File: src/rtl/word_sequencer.sv
// Purpose : queues 2-bit words and plays them one by one into a sendword
//           instance (enable pulse, held word, ack wait, fixed inter-word gap).
// Latency : first enable 2 cycles after start; PULSE_CYCLES high, then ack wait and GAP_CYCLES gap.
// Backpressure: none upstream; writes while full are dropped and flagged.
// Ports:
//   sysclk, reset        clock, synchronous active-high reset
//   wr_en, wr_word       push a word into the queue
//   start, abort         begin draining / stop and flush
//   full, count, busy    queue and activity status
//   done, overflow, error  completion pulse, sticky drop flag, sticky ack timeout
//   sw_enable, sw_word, sw_status  sendword handshake
module word_sequencer #(
  parameter int DEPTH        = 8,
  parameter int PULSE_CYCLES = 100,
  parameter int ACK_TIMEOUT  = 1000,
  parameter int GAP_CYCLES   = 50000
) (
  input  logic                       sysclk,
  input  logic                       reset,
  input  logic                       wr_en,
  input  logic [1:0]                 wr_word,
  input  logic                       start,
  input  logic                       abort,
  output logic                       full,
  output logic [$clog2(DEPTH+1)-1:0] count,
  output logic                       busy,
  output logic                       done,
  output logic                       overflow,
  output logic                       error,
  output logic                       sw_enable,
  output logic [1:0]                 sw_word,
  input  logic                       sw_status
);

  localparam int AW = (DEPTH > 1) ? $clog2(DEPTH) : 1;
  localparam int CW = $clog2(DEPTH + 1);
  localparam int PW = (PULSE_CYCLES > 1) ? $clog2(PULSE_CYCLES) : 1;
  localparam int TW = (ACK_TIMEOUT > 1) ? $clog2(ACK_TIMEOUT) : 1;
  localparam int GW = (GAP_CYCLES > 1) ? $clog2(GAP_CYCLES) : 1;

  localparam logic [PW-1:0] PULSE_LAST = PW'(PULSE_CYCLES - 1);
  localparam logic [TW-1:0] ACK_LAST   = TW'(ACK_TIMEOUT - 1);
  localparam logic [GW-1:0] GAP_LAST   = GW'(GAP_CYCLES - 1);
  localparam logic [CW-1:0] CNT_FULL   = CW'(DEPTH);

  typedef enum logic [1:0] {IDLE, PULSE, WAIT_DONE, GAP} state_t;

  state_t          state, state_nxt;
  logic            run, run_nxt;
  logic [1:0]      mem [DEPTH];
  logic [AW-1:0]   rd_ptr, rd_ptr_nxt, wr_ptr, wr_ptr_nxt;
  logic [CW-1:0]   count_nxt;
  logic [PW-1:0]   pulse_cnt, pulse_cnt_nxt;
  logic [TW-1:0]   ack_cnt, ack_cnt_nxt;
  logic [GW-1:0]   gap_cnt, gap_cnt_nxt;
  logic            ack_seen, ack_seen_nxt;
  logic            sw_enable_nxt, done_nxt, overflow_nxt, error_nxt;
  logic [1:0]      sw_word_nxt;
  logic            push, pop, flush;

  assign full = (count == CNT_FULL);
  assign busy = (state != IDLE) || run;

  always_comb begin
    state_nxt     = state;
    run_nxt       = run;
    rd_ptr_nxt    = rd_ptr;
    wr_ptr_nxt    = wr_ptr;
    count_nxt     = count;
    pulse_cnt_nxt = pulse_cnt;
    ack_cnt_nxt   = ack_cnt;
    gap_cnt_nxt   = gap_cnt;
    ack_seen_nxt  = ack_seen;
    sw_enable_nxt = sw_enable;
    sw_word_nxt   = sw_word;
    done_nxt      = 1'b0;
    overflow_nxt  = overflow;
    error_nxt     = error;
    push          = 1'b0;
    pop           = 1'b0;
    flush         = 1'b0;

    // run==0 implies IDLE, so a start can only ever launch a fresh drain
    if (start && !run) begin
      run_nxt      = 1'b1;
      error_nxt    = 1'b0;
      overflow_nxt = 1'b0;
    end

    if (wr_en) begin
      if (full) overflow_nxt = 1'b1;
      else      push         = 1'b1;
    end

    case (state)
      IDLE: begin
        if (run) begin
          if (count != '0) begin
            pop           = 1'b1;
            sw_word_nxt   = mem[rd_ptr];
            sw_enable_nxt = 1'b1;
            pulse_cnt_nxt = '0;
            ack_cnt_nxt   = '0;
            ack_seen_nxt  = 1'b0;
            state_nxt     = PULSE;
          end else begin
            run_nxt = 1'b0;
          end
        end
      end

      PULSE, WAIT_DONE: begin
        if (sw_status) ack_seen_nxt = 1'b1;

        if (state == PULSE) begin
          if (pulse_cnt == PULSE_LAST) begin
            sw_enable_nxt = 1'b0;
            state_nxt     = WAIT_DONE;
          end else begin
            pulse_cnt_nxt = pulse_cnt + PW'(1);
          end
        end else if (ack_seen && !sw_status) begin
          gap_cnt_nxt = '0;
          state_nxt   = GAP;
        end

        // Ack timer runs from the first enable-high cycle until status is seen;
        // hitting its terminal count abandons the whole queue.
        if (!ack_seen && !sw_status) begin
          if (ack_cnt == ACK_LAST) begin
            error_nxt     = 1'b1;
            sw_enable_nxt = 1'b0;
            sw_word_nxt   = 2'b00;
            run_nxt       = 1'b0;
            flush         = 1'b1;
            state_nxt     = IDLE;
          end else begin
            ack_cnt_nxt = ack_cnt + TW'(1);
          end
        end
      end

      GAP: begin
        if (gap_cnt == GAP_LAST) begin
          state_nxt   = IDLE;
          sw_word_nxt = 2'b00;
          if (count == '0) begin
            done_nxt = 1'b1;
            run_nxt  = 1'b0;
          end
        end else begin
          gap_cnt_nxt = gap_cnt + GW'(1);
        end
      end

      default: state_nxt = IDLE;
    endcase

    // abort overrides everything, including start and writes in the same cycle
    if (abort) begin
      state_nxt     = IDLE;
      run_nxt       = 1'b0;
      sw_enable_nxt = 1'b0;
      sw_word_nxt   = 2'b00;
      done_nxt      = 1'b0;
      overflow_nxt  = overflow;
      error_nxt     = error;
      flush         = 1'b1;
    end

    if (flush) begin
      push       = 1'b0;
      pop        = 1'b0;
      rd_ptr_nxt = '0;
      wr_ptr_nxt = '0;
      count_nxt  = '0;
    end else begin
      if (push) wr_ptr_nxt = wr_ptr + AW'(1);
      if (pop)  rd_ptr_nxt = rd_ptr + AW'(1);
      case ({push, pop})
        2'b10:   count_nxt = count + CW'(1);
        2'b01:   count_nxt = count - CW'(1);
        default: count_nxt = count;
      endcase
    end
  end

  always_ff @(posedge sysclk) begin
    if (reset) begin
      state     <= IDLE;
      run       <= 1'b0;
      rd_ptr    <= '0;
      wr_ptr    <= '0;
      count     <= '0;
      pulse_cnt <= '0;
      ack_cnt   <= '0;
      gap_cnt   <= '0;
      ack_seen  <= 1'b0;
      sw_enable <= 1'b0;
      sw_word   <= 2'b00;
      done      <= 1'b0;
      overflow  <= 1'b0;
      error     <= 1'b0;
    end else begin
      state     <= state_nxt;
      run       <= run_nxt;
      rd_ptr    <= rd_ptr_nxt;
      wr_ptr    <= wr_ptr_nxt;
      count     <= count_nxt;
      pulse_cnt <= pulse_cnt_nxt;
      ack_cnt   <= ack_cnt_nxt;
      gap_cnt   <= gap_cnt_nxt;
      ack_seen  <= ack_seen_nxt;
      sw_enable <= sw_enable_nxt;
      sw_word   <= sw_word_nxt;
      done      <= done_nxt;
      overflow  <= overflow_nxt;
      error     <= error_nxt;
    end
  end

  // Storage needs no reset; occupancy is tracked by count and the pointers.
  always_ff @(posedge sysclk) begin
    if (push && !reset) mem[wr_ptr] <= wr_word;
  end

endmodule
File: config.mk
export PLATFORM = sky130hd
export DESIGN_NAME = word_sequencer
export DESIGN_NICKNAME = d
export VERILOG_FILES = /design/src/rtl/word_sequencer.sv
export SDC_FILE = /design/constraint.sdc
export NUM_CORES = 1
export LEC_CHECK = 0
export BUFFER_PORTS_ARGS = -buffer_cell sky130_fd_sc_hd__buf_2
export CORE_MARGIN = 3
export CORE_UTILIZATION = 54
export DETAILED_ROUTE_END_ITERATION = 8
export PLACE_DENSITY_LB_ADDON = 0.05
export SYNTH_ARGS = -nofsm -noshare
export SYNTH_HDL_FRONTEND = slang
export SYNTH_SLANG_ARGS = --single-unit
File: constraint.sdc
create_clock -name sysclk -period 2.2 [get_ports sysclk]
set_input_delay 0.11 -clock sysclk [delete_from_list [all_inputs] [get_ports sysclk]]
set_output_delay 0.11 -clock sysclk [all_outputs]
set_load 0.005 [all_outputs]
Word-level counts from Yosys, hierarchy flattened

Memories as Yosys holds them, arrays and structs flattened. A register that Yosys moved wholly into a read port is not among the register bits.
Index checks and enable logic that the tools add are counted.

Logic and storage cells: 142
Output and inout bits: 12
Memories: 1
RAM bits: 16
Input bits: 8
Bits in registers: 53

Memory list:

| memory | words | bits a word | rd ports | clocked after Yosys merged registers in | write ports | RTL line | text |
|---|---|---|---|---|---|---|---|
| mem    | 8     | 2           | 1        | 1                                       | 1           | 50       | `logic [1:0] mem [DEPTH];` |

Reduce and logical (&&, ||, !) cells: 27
Equal/unequal tests: 21
Muxes and demuxes: 70
Bitwise gates (word level): 2
$add $sub $neg: 7

Operator list:

| cell                                                            | count |
|---|---|
| 16-bit two-way mux                                              | 3 |
| 10-bit two-way mux                                              | 4 |
| 1-bit two-way mux                                               | 36 |
| 16-bit case mux with 2 select lines                             | 1 |
| 7-bit two-way mux                                               | 4 |
| 2-bit two-way mux                                               | 12 |
| 2-bit != test, second input constant                            | 12 |
| 10-bit case mux with 2 select lines                             | 1 |
| 16-bit by 1-bit adder with 16-bit output, second input constant | 1 |
| 16-bit equality test, second input constant                     | 1 |
| 5-bit AND reduction                                             | 3 |
| 7-bit case mux with 2 select lines                              | 1 |
| 2-bit case mux with 3 select lines                              | 2 |
| 10-bit by 1-bit adder with 10-bit output, second input constant | 1 |
| 10-bit equality test, second input constant                     | 1 |
| 4-bit case mux with 2 select lines                              | 1 |
| 4-bit AND reduction                                             | 2 |
| 2-bit nonzero test                                              | 4 |
| 7-bit by 1-bit adder with 7-bit output, second input constant   | 1 |
| 7-bit equality test, second input constant                      | 1 |
| 3-bit by 1-bit adder with 3-bit output, second input constant   | 2 |
| 2-bit equality test, second input constant                      | 3 |
| 3-bit two-way mux                                               | 2 |
| 3-bit AND reduction                                             | 2 |
| other kinds (15)                                                | 26 |

Depth between registers and ports, before layout

Gate-level depths: netlist of run 1.

Depth in word-level cells: 9
Depth in mapped cells: 12
Depth with buffers taken out: 11

Worst setup path before layout of run 1

No wires, ideal clock.

Kind: register to register
Start point: reg count[1]
End point: reg count[2]
Slack: -334 ps
Clock period less this slack: 2534 ps
Buffers on the path: 1
Arrival: 2463 ps
Setup time: 71 ps
Data required time: 2129 ps
Stages on the path, launching flop included: 12
Cell sequence: dfxtp_1 -> clkbuf_1 -> nor4b_1 -> nor2b_1 -> inv_1 -> ha_1 -> xor2_1 -> ha_1 -> a21oi_1 -> xor2_1 -> or3_1 -> a21oi_1

Elaborated cells between the ends (all ways): 13
Those cells by class: add/sub: 2; eq/ne: 3; mux: 6; reduce/logical: 2

RTL lines:

| what                                                                                  | RTL line | text |
|---|---|---|
| start, declared                                                                       | 25       | `output logic [$clog2(DEPTH+1)-1:0] count,` |
| start signal, assigned                                                                | 209      | `count <= count_nxt;` |
| 4-bit equality test (*)                                                               | 61       | `assign full = (count == CNT_FULL);` |
| net full                                                                              | 24       | `output logic full,` |
| 1-bit two-way mux (*)                                                                 | 91       | `if (full) overflow_nxt = 1'b1;` |
| 1-bit two-way mux (*)                                                                 | 90       | `if (wr_en) begin` |
| 2-bit by 1-bit equality test with 1-bit output or 2-bit equality test (tied branches) | 180      | `case ({push, pop})` |
| 4-bit case mux with 2 select lines or 2-bit nonzero test (tied branches)              | -        |  |

Mark *: on every way through the listed nets, which the timed path passes. The rest lies on a longest branch.
A chain may end at the register's enable or synchronous reset.

Final worst setup path of run 1

Start point: reg gap_cnt[7]
End point: reg state[1]

Cells in the longest elaborated chain, start to end: 3

RTL lines:

| what                                 | RTL line | text |
|---|---|---|
| start, declared                      | 55       | `logic [GW-1:0] gap_cnt, gap_cnt_nxt;` |
| start signal, assigned               | 212      | `gap_cnt <= gap_cnt_nxt;` |
| 16-bit equality test                 | 144      | `if (gap_cnt == GAP_LAST) begin` |
| 2-bit != test (no source line)       | -        |  |
| 3-bit AND reduction (no source line) | -        |  |
| end signal, assigned                 | 205      | `state <= state_nxt;` |
| end, declared                        | 48       | `state_t state, state_nxt;` |

No other way between the ends.

==> results of run 1 <==
[registers in the layout (all words and copies together) (netlist names), named ones only]
name,flops
done,1
mem,16
rd_ptr,3
wr_ptr,3
gap_cnt,16
count,4
ack_seen,1
error,1
sw_enable,1
run,1
pulse_cnt,7
sw_word,2
overflow,1
ack_cnt,10
state,2
[power by group]
part | internal [mW] | switching, mW
clock | 0.635 | 0.507
sequential | 1.35 | 0.00831
combinational | 0.0503 | 0.0695
[Yosys cell counts (9+ instances only)]
| cell type | instances | area, sq um |
|---|---|---|
| dfxtp_1 | 56 | 1121 |
| nor2_1 | 51 | 191.4 |
| nand2_1 | 22 | 82.58 |
| xor2_1 | 18 | 157.7 |
| a21oi_1 | 17 | 85.08 |
| edfxtp_1 | 16 | 480.5 |
| inv_1 | 15 | 56.30 |
| ha_1 | 13 | 162.7 |
| clkbuf_1 | 11 | 41.29 |
| nand3_1 | 11 | 55.05 |
| o21ai_0 | 11 | 55.05 |
| xnor2_1 | 9 | 78.83 |
[cell families after synthesis]
family          after synthesis  share of synthesized area, %
buf+inv                      27                         2.942
fa+ha+maj                    13                         4.665
simple gates                143                         20.77
xor+xnor                     27                         6.782
flops                        72                         45.93
compound gates               70                         13.96
mux                          12                         4.952
[per-stage QoR]
step	cell area (sq um)	util, %	TNS [ps]	setup WS, ps	power, mW
after floorplan	3517	-	-0.3777	-0.3777	1.455
after global placement	3970	65.13	0	42.21	1.504
after detailed placement	3970	65.13	0	12.11	1.506
after CTS	4208	69.03	0	5.093	2.627
after global routing	4298	70.50	-186.1	-73.32	2.725
final	4298	70.50	-27.84	-27.84	2.624
[cell type report]
| type | instances | area, sq um |
|---|---|---|
| Tap cell | 75 | 93.84 |
| Clock inverter | 6 | 85.08 |
| Timing Repair Buffer | 64 | 432.9 |
| Fill cell | 494 | 1798 |
| Inverter | 15 | 56.30 |
| Clock buffer | 10 | 127.6 |
| Multi-Input combinational cell | 265 | 1893 |
| Sequential cell | 72 | 1609 |
[final timing paths]
kind,end,cells after the start,slack [ps],start
setup / recovery,state[1],5,-30,gap_cnt[7]
setup reg to reg,state[1],5,-30,gap_cnt[7]
hold reg to reg,sw_word[1],2,460,sw_word[1]
hold / removal,mem[7][0],1,40,wr_word[0]
[per-layer routing]
layer	wire length, um	part of all wire, %
met1	3506	46
met4	138	1.8
met5	0	0
met2	3736	49
met3	279	3.6
[repair_timing]
| item | in CTS | in global routing |
|---|---|---|
| setup buffers | 1 | 2 |
| setup endpoints to repair | 5 | 21 |
| gates resized for setup | 4 | 18 |
| gates cloned | 0 | 0 |
| pin swaps | 3 | 8 |
==> run summary, run 1 <==
Status: finished with violations
Failing checks: negative setup slack
Slew @ Worst Pin: 512.6 ps
Syn nets: 385
EDFF count, synth: 16
Most frequent cells in the layout: 50 x nor2_1, 50 x dfxtp_1, 45 x buf_4
Port bufs: 19
Area Growth Syn to Fin: 23.25%
CP arrival: 2490 ps
First-pass GRT wire length: 12690 um
Min Tclk post-route: 2228 ps
Io pins: 20
Register area share after synthesis: 45.93%
Via count: 2890
Detailed Route WL: 7660 um
CP startpoint kind: flop
Vias in the first global route: 2788
Total GRT Usage: 21.59%
Cells after DPL: 488
CP required: 2460 ps
Most used routing layer: met2
# rows: 28
Hold_buf cts: 0
Share of layout cells above drive strength 1: 25.46%
GRT overflow: 0
Worst path max stage delay: 550 ps
CP bufs+invs: 0
Register clock-pin slew on the reported worst setup and hold paths: 80 ps
Final setup fails: 1
Clock sinks: 72
Antenna viol nets, final: 0
Crit-path cells: or4b_4 > or4_4 > a21o_1 > o21bai_4 > a2111oi_4
Die footprint: 7458 sq um
# diodes: 0
DP HPWL: 5451 um
CP max-delay cell: or4_4
Final Net Count: 448
Num CTS Buffers: 9
Clock tree buffer depth: 2
Worst vdd ir: 489.4 uV
Synth warn: 0
DRC viols: 0
Relative slew slack: 65.76%
Post-Syn Area: 3487 sq um
Tcrit/Tclk final: 101.3%
Core area: 6096 sq um
Initial drt markers: 125
Number of H-tree levels: 3
Max Cap Viol: 0
CP endpoint kind: flop
F_max: 448.9 MHz
Initial antenna violation count: 0
Top_reg_cell synth: dfxtp_1
Clock Root Buffer: clkbuf_8
PD cells: 610.6 nW/um^2
Share of flip-flops with an asynchronous set or reset: 0%
CTS tree: built
M2 GR Usage: 35.67%
Delay-heaviest family, CP: simple AND/OR/NAND/NOR gates
Clk_skew: 9.087 ps
Met1 Use GR: 26.88%
Worst hold-check path type: input port to flop
Crit Path Max Fanout: 4
Largest net degree at the start of global routing: 16
Finished Layout Cells: 507
Mean Syn Cell Area: 9.580 sq um
Hold slack: 42.08 ps
Unrepaired setup endpoints after global routing: yes
P_leak: 1.637 nW
Die width: 86.36 um
Distinct cells, synth: 49
Gp weighted congestion: 0.8466
Average wire per standard cell: 15.11 um
DR vias/cell: 5.700
Seq cells post-synth: 72
Final hold viol count: 0
Die Y: 86.36 um
Drt first pass iters: 4
Kind of critical path: flop to flop
Clk_lat worst skew: 350 ps
Post-Synthesis Cells: 364
Max-slew violations: 0
Final setup margin: -27.84 ps
Met3 usage: 6.179%
Starting density of the core: 57.20%
(Power assumes the default switching activity.)
==> run 2: changes to the inputs <==
Settings changed: CORE_UTILIZATION 54 to 30, CTS_BUF_LIST set to sky130_fd_sc_hd__clkbuf_16.
==> run summary, run 2 (synthesis results as in run 1) <==
Status: finished, final reports clean
CTS tree: built
Average wire per standard cell: 14.17 um
First-pass GRT wire length: 14350 um
Cells after DPL: 570
DP HPWL: 6356 um
Worst path max stage delay: 560 ps
Gp weighted congestion: 0.8214
Dpl ws: -48.01 ps
Crit Path Max Fanout: 5
# diodes: 0
Worst R2R Setup Slack: 30 ps
Worst vdd ir: 406.1 uV
Num CTS Buffers: 9
Biggest regs: gap_cnt x16, mem x16, ack_cnt x10
Max Cap Viol: 0
Clock tree buffer depth: 2
Hold wc startpoint: wr_word[1]
Final hold viol count: 0
Tcrit/Tclk final: 98.77%
CP arrival: 2410 ps
Vias in the first global route: 2880
Unrepaired setup endpoints after global routing: yes
Worst hold-check path type: input port to flop
Initial drt markers: 169
Dpl cell area: 4179 sq um
Relative slew slack: 69.28%
Cells on worst reg2reg path: 5
CP endpoint kind: flop
Slew @ Worst Pin: 454.8 ps
Share of layout cells above drive strength 1: 28.13%
Largest net degree at the start of global routing: 14
Delay-heaviest family, CP: simple AND/OR/NAND/NOR gates
Critical path launch point: gap_cnt[10]
Max-slew violations: 0
Final Net Count: 464
F_max: 460.2 MHz
Core area: 11080 sq um
CP max-delay cell: or4_4
Number of H-tree levels: 3
Min Tclk post-route: 2173 ps
DRC viols: 0
Clock Root Buffer: clkbuf_16
PD cells: 621.4 nW/um^2
WHS Endpoint: mem[2][1]
Initial antenna violation count: 0
Total GRT Usage: 14.09%
Clk_skew: 6.504 ps
Kind of critical path: flop to flop
FF-to-FF Start: gap_cnt[10]
P_leak: 1.737 nW
Register clock-pin slew on the reported worst setup and hold paths: 60 ps
CP startpoint kind: flop
Crit path depth: 5
Drt first pass iters: 4
Crit-path cells: or4b_4 > or4_4 > a21o_1 > o21bai_1 > a2111oi_2
Port bufs: 19
Clock sinks: 72
Final setup fails: 0
Clk_lat worst skew: 340 ps
Die width: 113.8 um
Most common cell after layout, fill and taps aside: buf_4
Area Growth Syn to Fin: 30.64%
Most frequent cells in the layout: 61 x buf_4, 53 x dfxtp_1, 51 x nor2_1
Io pins: 20
Die Y: 113.8 um
GRT overflow: 0
TNS Setup: 0 ps
CP required: 2440 ps
Detailed Route WL: 8331 um
Starting density of the core: 31.48%
Worst Hold Path Cells: 1
FF-to-FF End: state[1]
# rows: 38
Antenna viol nets, final: 0
Fin area: 4556 sq um
DR vias/cell: 4.937
CP bufs+invs: 0
Finished Layout Cells: 588
Final setup margin: 27.05 ps
Via count: 2903
Die footprint: 12950 sq um
-- run 2: area by class of cell --
cell class | count | area [sq um]
clock inverter | 7 | 50.05
clock buffer | 9 | 225.2
sequential | 72 | 1608
fill | 1098 | 6523
tap | 140 | 175.2
multi-input combinational | 265 | 1886
timing repair buffer | 80 | 553.0
inverter | 15 | 58.81
-- run 2: how the worst max path moves through the flow --
stage                           to  slack (ps)
final                     state[1]          30
after global routing      count[2]         -80
after CTS                 state[1]           5
after detailed placement  state[1]         -50
after global placement    state[1]         -40
after floorplan           count[2]        -0.4
-- run 2: worst register-to-register path, cell delays in order, from the launching register on --
cell and delay [ps]:
dfxtp_1 310, or4b_4 530, or4_4 560, a21o_1 220, o21bai_1 170, a2111oi_2 280
-- run 2: per-stage QoR --
step	hold slack (ps)	power, mW	util [%]
floorplan	208.9	1.455	-
global placement	404.6	1.514	37.72
detailed placement	398.6	1.514	37.72
CTS	44.94	2.877	40.66
global route	58.77	2.952	41.12
finish	52.41	2.831	41.12
-- run 2: per-layer routing --
metal	up-vias	global-route usage (%)	part of all wire (%)
li1	1496	-	-
met1	1344	19.00	50
met2	53	21.36	45
met3	10	3.926	3.6
met4	0	5.701	1.8
met5	-	0	0
-- run 2: where the power goes --
group	switching (mW)	total [mW]	leakage, nW	internal (mW)
registers	0.00762	1.36	0.597	1.36
logic	0.0715	0.126	1.01	0.0540
clock network	0.581	1.34	0.129	0.761
total	0.660	2.83	1.74	2.17
-- run 2: what timing repair did --
item / in CTS / in global routing
gates resized for setup: 8 / 12
endpoints found under the setup margin: 9 / 19
pin swaps: 6 / 4
hold buffers: 0 / 0
setup buffers: 2 / 0
==> run 3: changes to the inputs <==
Settings changed: CORE_UTILIZATION 30 to 54.
==> run summary, run 3 (synthesis results as in run 1) <==
Status: finished with violations
Failing checks: negative setup slack
Drt first pass iters: 4
Die width: 86.36 um
Antenna viol nets, final: 0
Die Y: 86.36 um
Initial drt markers: 122
CP required: 2430 ps
Total GRT Usage: 22.18%
Tcrit/Tclk final: 101.7%
Tot Pwr: 3.019 mW
Clk_lat worst skew: 330 ps
# rows: 28
Core area: 6096 sq um
Slew @ Worst Pin: 491.4 ps
F_max: 446.8 MHz
GRT overflow: 0
Initial antenna violation count: 0
Finished Layout Cells: 509
Average wire per standard cell: 15.69 um
Vias in the first global route: 2834
Max-slew violations: 0
Hold slack: 64.53 ps
Dpl cell area: 3970 sq um
Detailed Route WL: 7984 um
CP startpoint kind: flop
Min Tclk post-route: 2238 ps
Crit Path Max Fanout: 4
Clock Root Buffer: clkbuf_16
Final setup margin: -38.10 ps
CP arrival: 2470 ps
Unrepaired setup endpoints after global routing: yes
Number of H-tree levels: 3
Via count: 2938
Starting density of the core: 57.20%
DR vias/cell: 5.772
CP endpoint kind: flop
First-pass GRT wire length: 13050 um
Fin area: 4437 sq um
# diodes: 0
Final setup fails: 1
Final hold viol count: 0
Clock sinks: 72
Relative slew slack: 67.17%
PD cells: 680.6 nW/um^2
Biggest regs: gap_cnt x16, mem x16, ack_cnt x10
Final Net Count: 450
Share of layout cells above drive strength 1: 26.96%
Io pins: 20
Largest net degree at the start of global routing: 16
Max Cap Viol: 0
Register clock-pin slew on the reported worst setup and hold paths: 60 ps
Die footprint: 7458 sq um
Num CTS Buffers: 9
Port bufs: 19
DRC viols: 0
Most common cell after layout, fill and taps aside: dfxtp_1
TNS Setup: -38.10 ps
Cells after DPL: 488
Area Growth Syn to Fin: 27.23%
Worst hold-check path type: input port to flop
Clock tree buffer depth: 2
Most frequent cells in the layout: 51 x dfxtp_1, 50 x nor2_1, 47 x buf_4
Clk_skew: 5.582 ps
P_leak: 1.698 nW
DP HPWL: 5451 um
Worst vdd ir: 583.8 uV
Kind of critical path: flop to flop
Gp weighted congestion: 0.8466
CTS tree: built
## run 3: cell count changes in the layout (fill, tap and decap cells not counted), sizes merged
cell	before	now
bufinv	0	2
clkinvlp	3	1
buf	80	66
## run 3: path summary, 6_finish.rpt
path	slack [ps]	end	depth (start not counted)	startpoint
max	-40	state[1]	5	gap_cnt[7]
min reg2reg	460	error	2	error
min	60	mem[6][0]	1	wr_word[0]
max reg2reg	-40	state[1]	5	gap_cnt[7]
## run 3: area by class of cell
class                   count  area [sq um]
multi-input cells         265          1914
fillers                   476          1659
flip-flops and latches     72          1608
repair buffers             66         447.9
clock buffers               9         225.2
well taps                  75         93.84
clock inverters             7         88.84
inverters                  15         58.81
## run 3: routing by layer
layer  part of all wire (%)  vias up  wire, um  track usage (%)
li1                       -     1465         -                -
met2                     50       43      3954            37.07
met4                    1.3        0       102            7.507
met5                      0        -         0                0
met1                     46     1420      3650            27.77
met3                    3.5       10       277            5.894
## run 3: worst max-delay path, cell delays in order, from the launching register on
cell,delay [ps]
dfxtp_1,310
or4b_4,540
or4_4,560
a21o_1,220
o21bai_4,180
a2111oi_4,330
## run 3: per-stage QoR
stage	worst slack, ps	utilization (%)
after floorplan	-0.3777	-
after global placement	42.21	65.13
after detailed placement	12.11	65.13
after CTS	6.787	70.67
after global routing	-80.94	72.78
final	-38.10	72.78
## run 3: timing repair
action	in CTS	in global routing
gates cloned	0	0
endpoints found under the setup margin	3	26
gates resized for setup	3	25
buffers inserted	1	4
hold buffers	0	0
pin swaps	2	11
## run 3: where the power goes
part / switching (mW) / internal, mW
clock network: 0.548 / 0.984
logic: 0.0706 / 0.0517
registers: 0.00889 / 1.36
total: 0.627 / 2.39
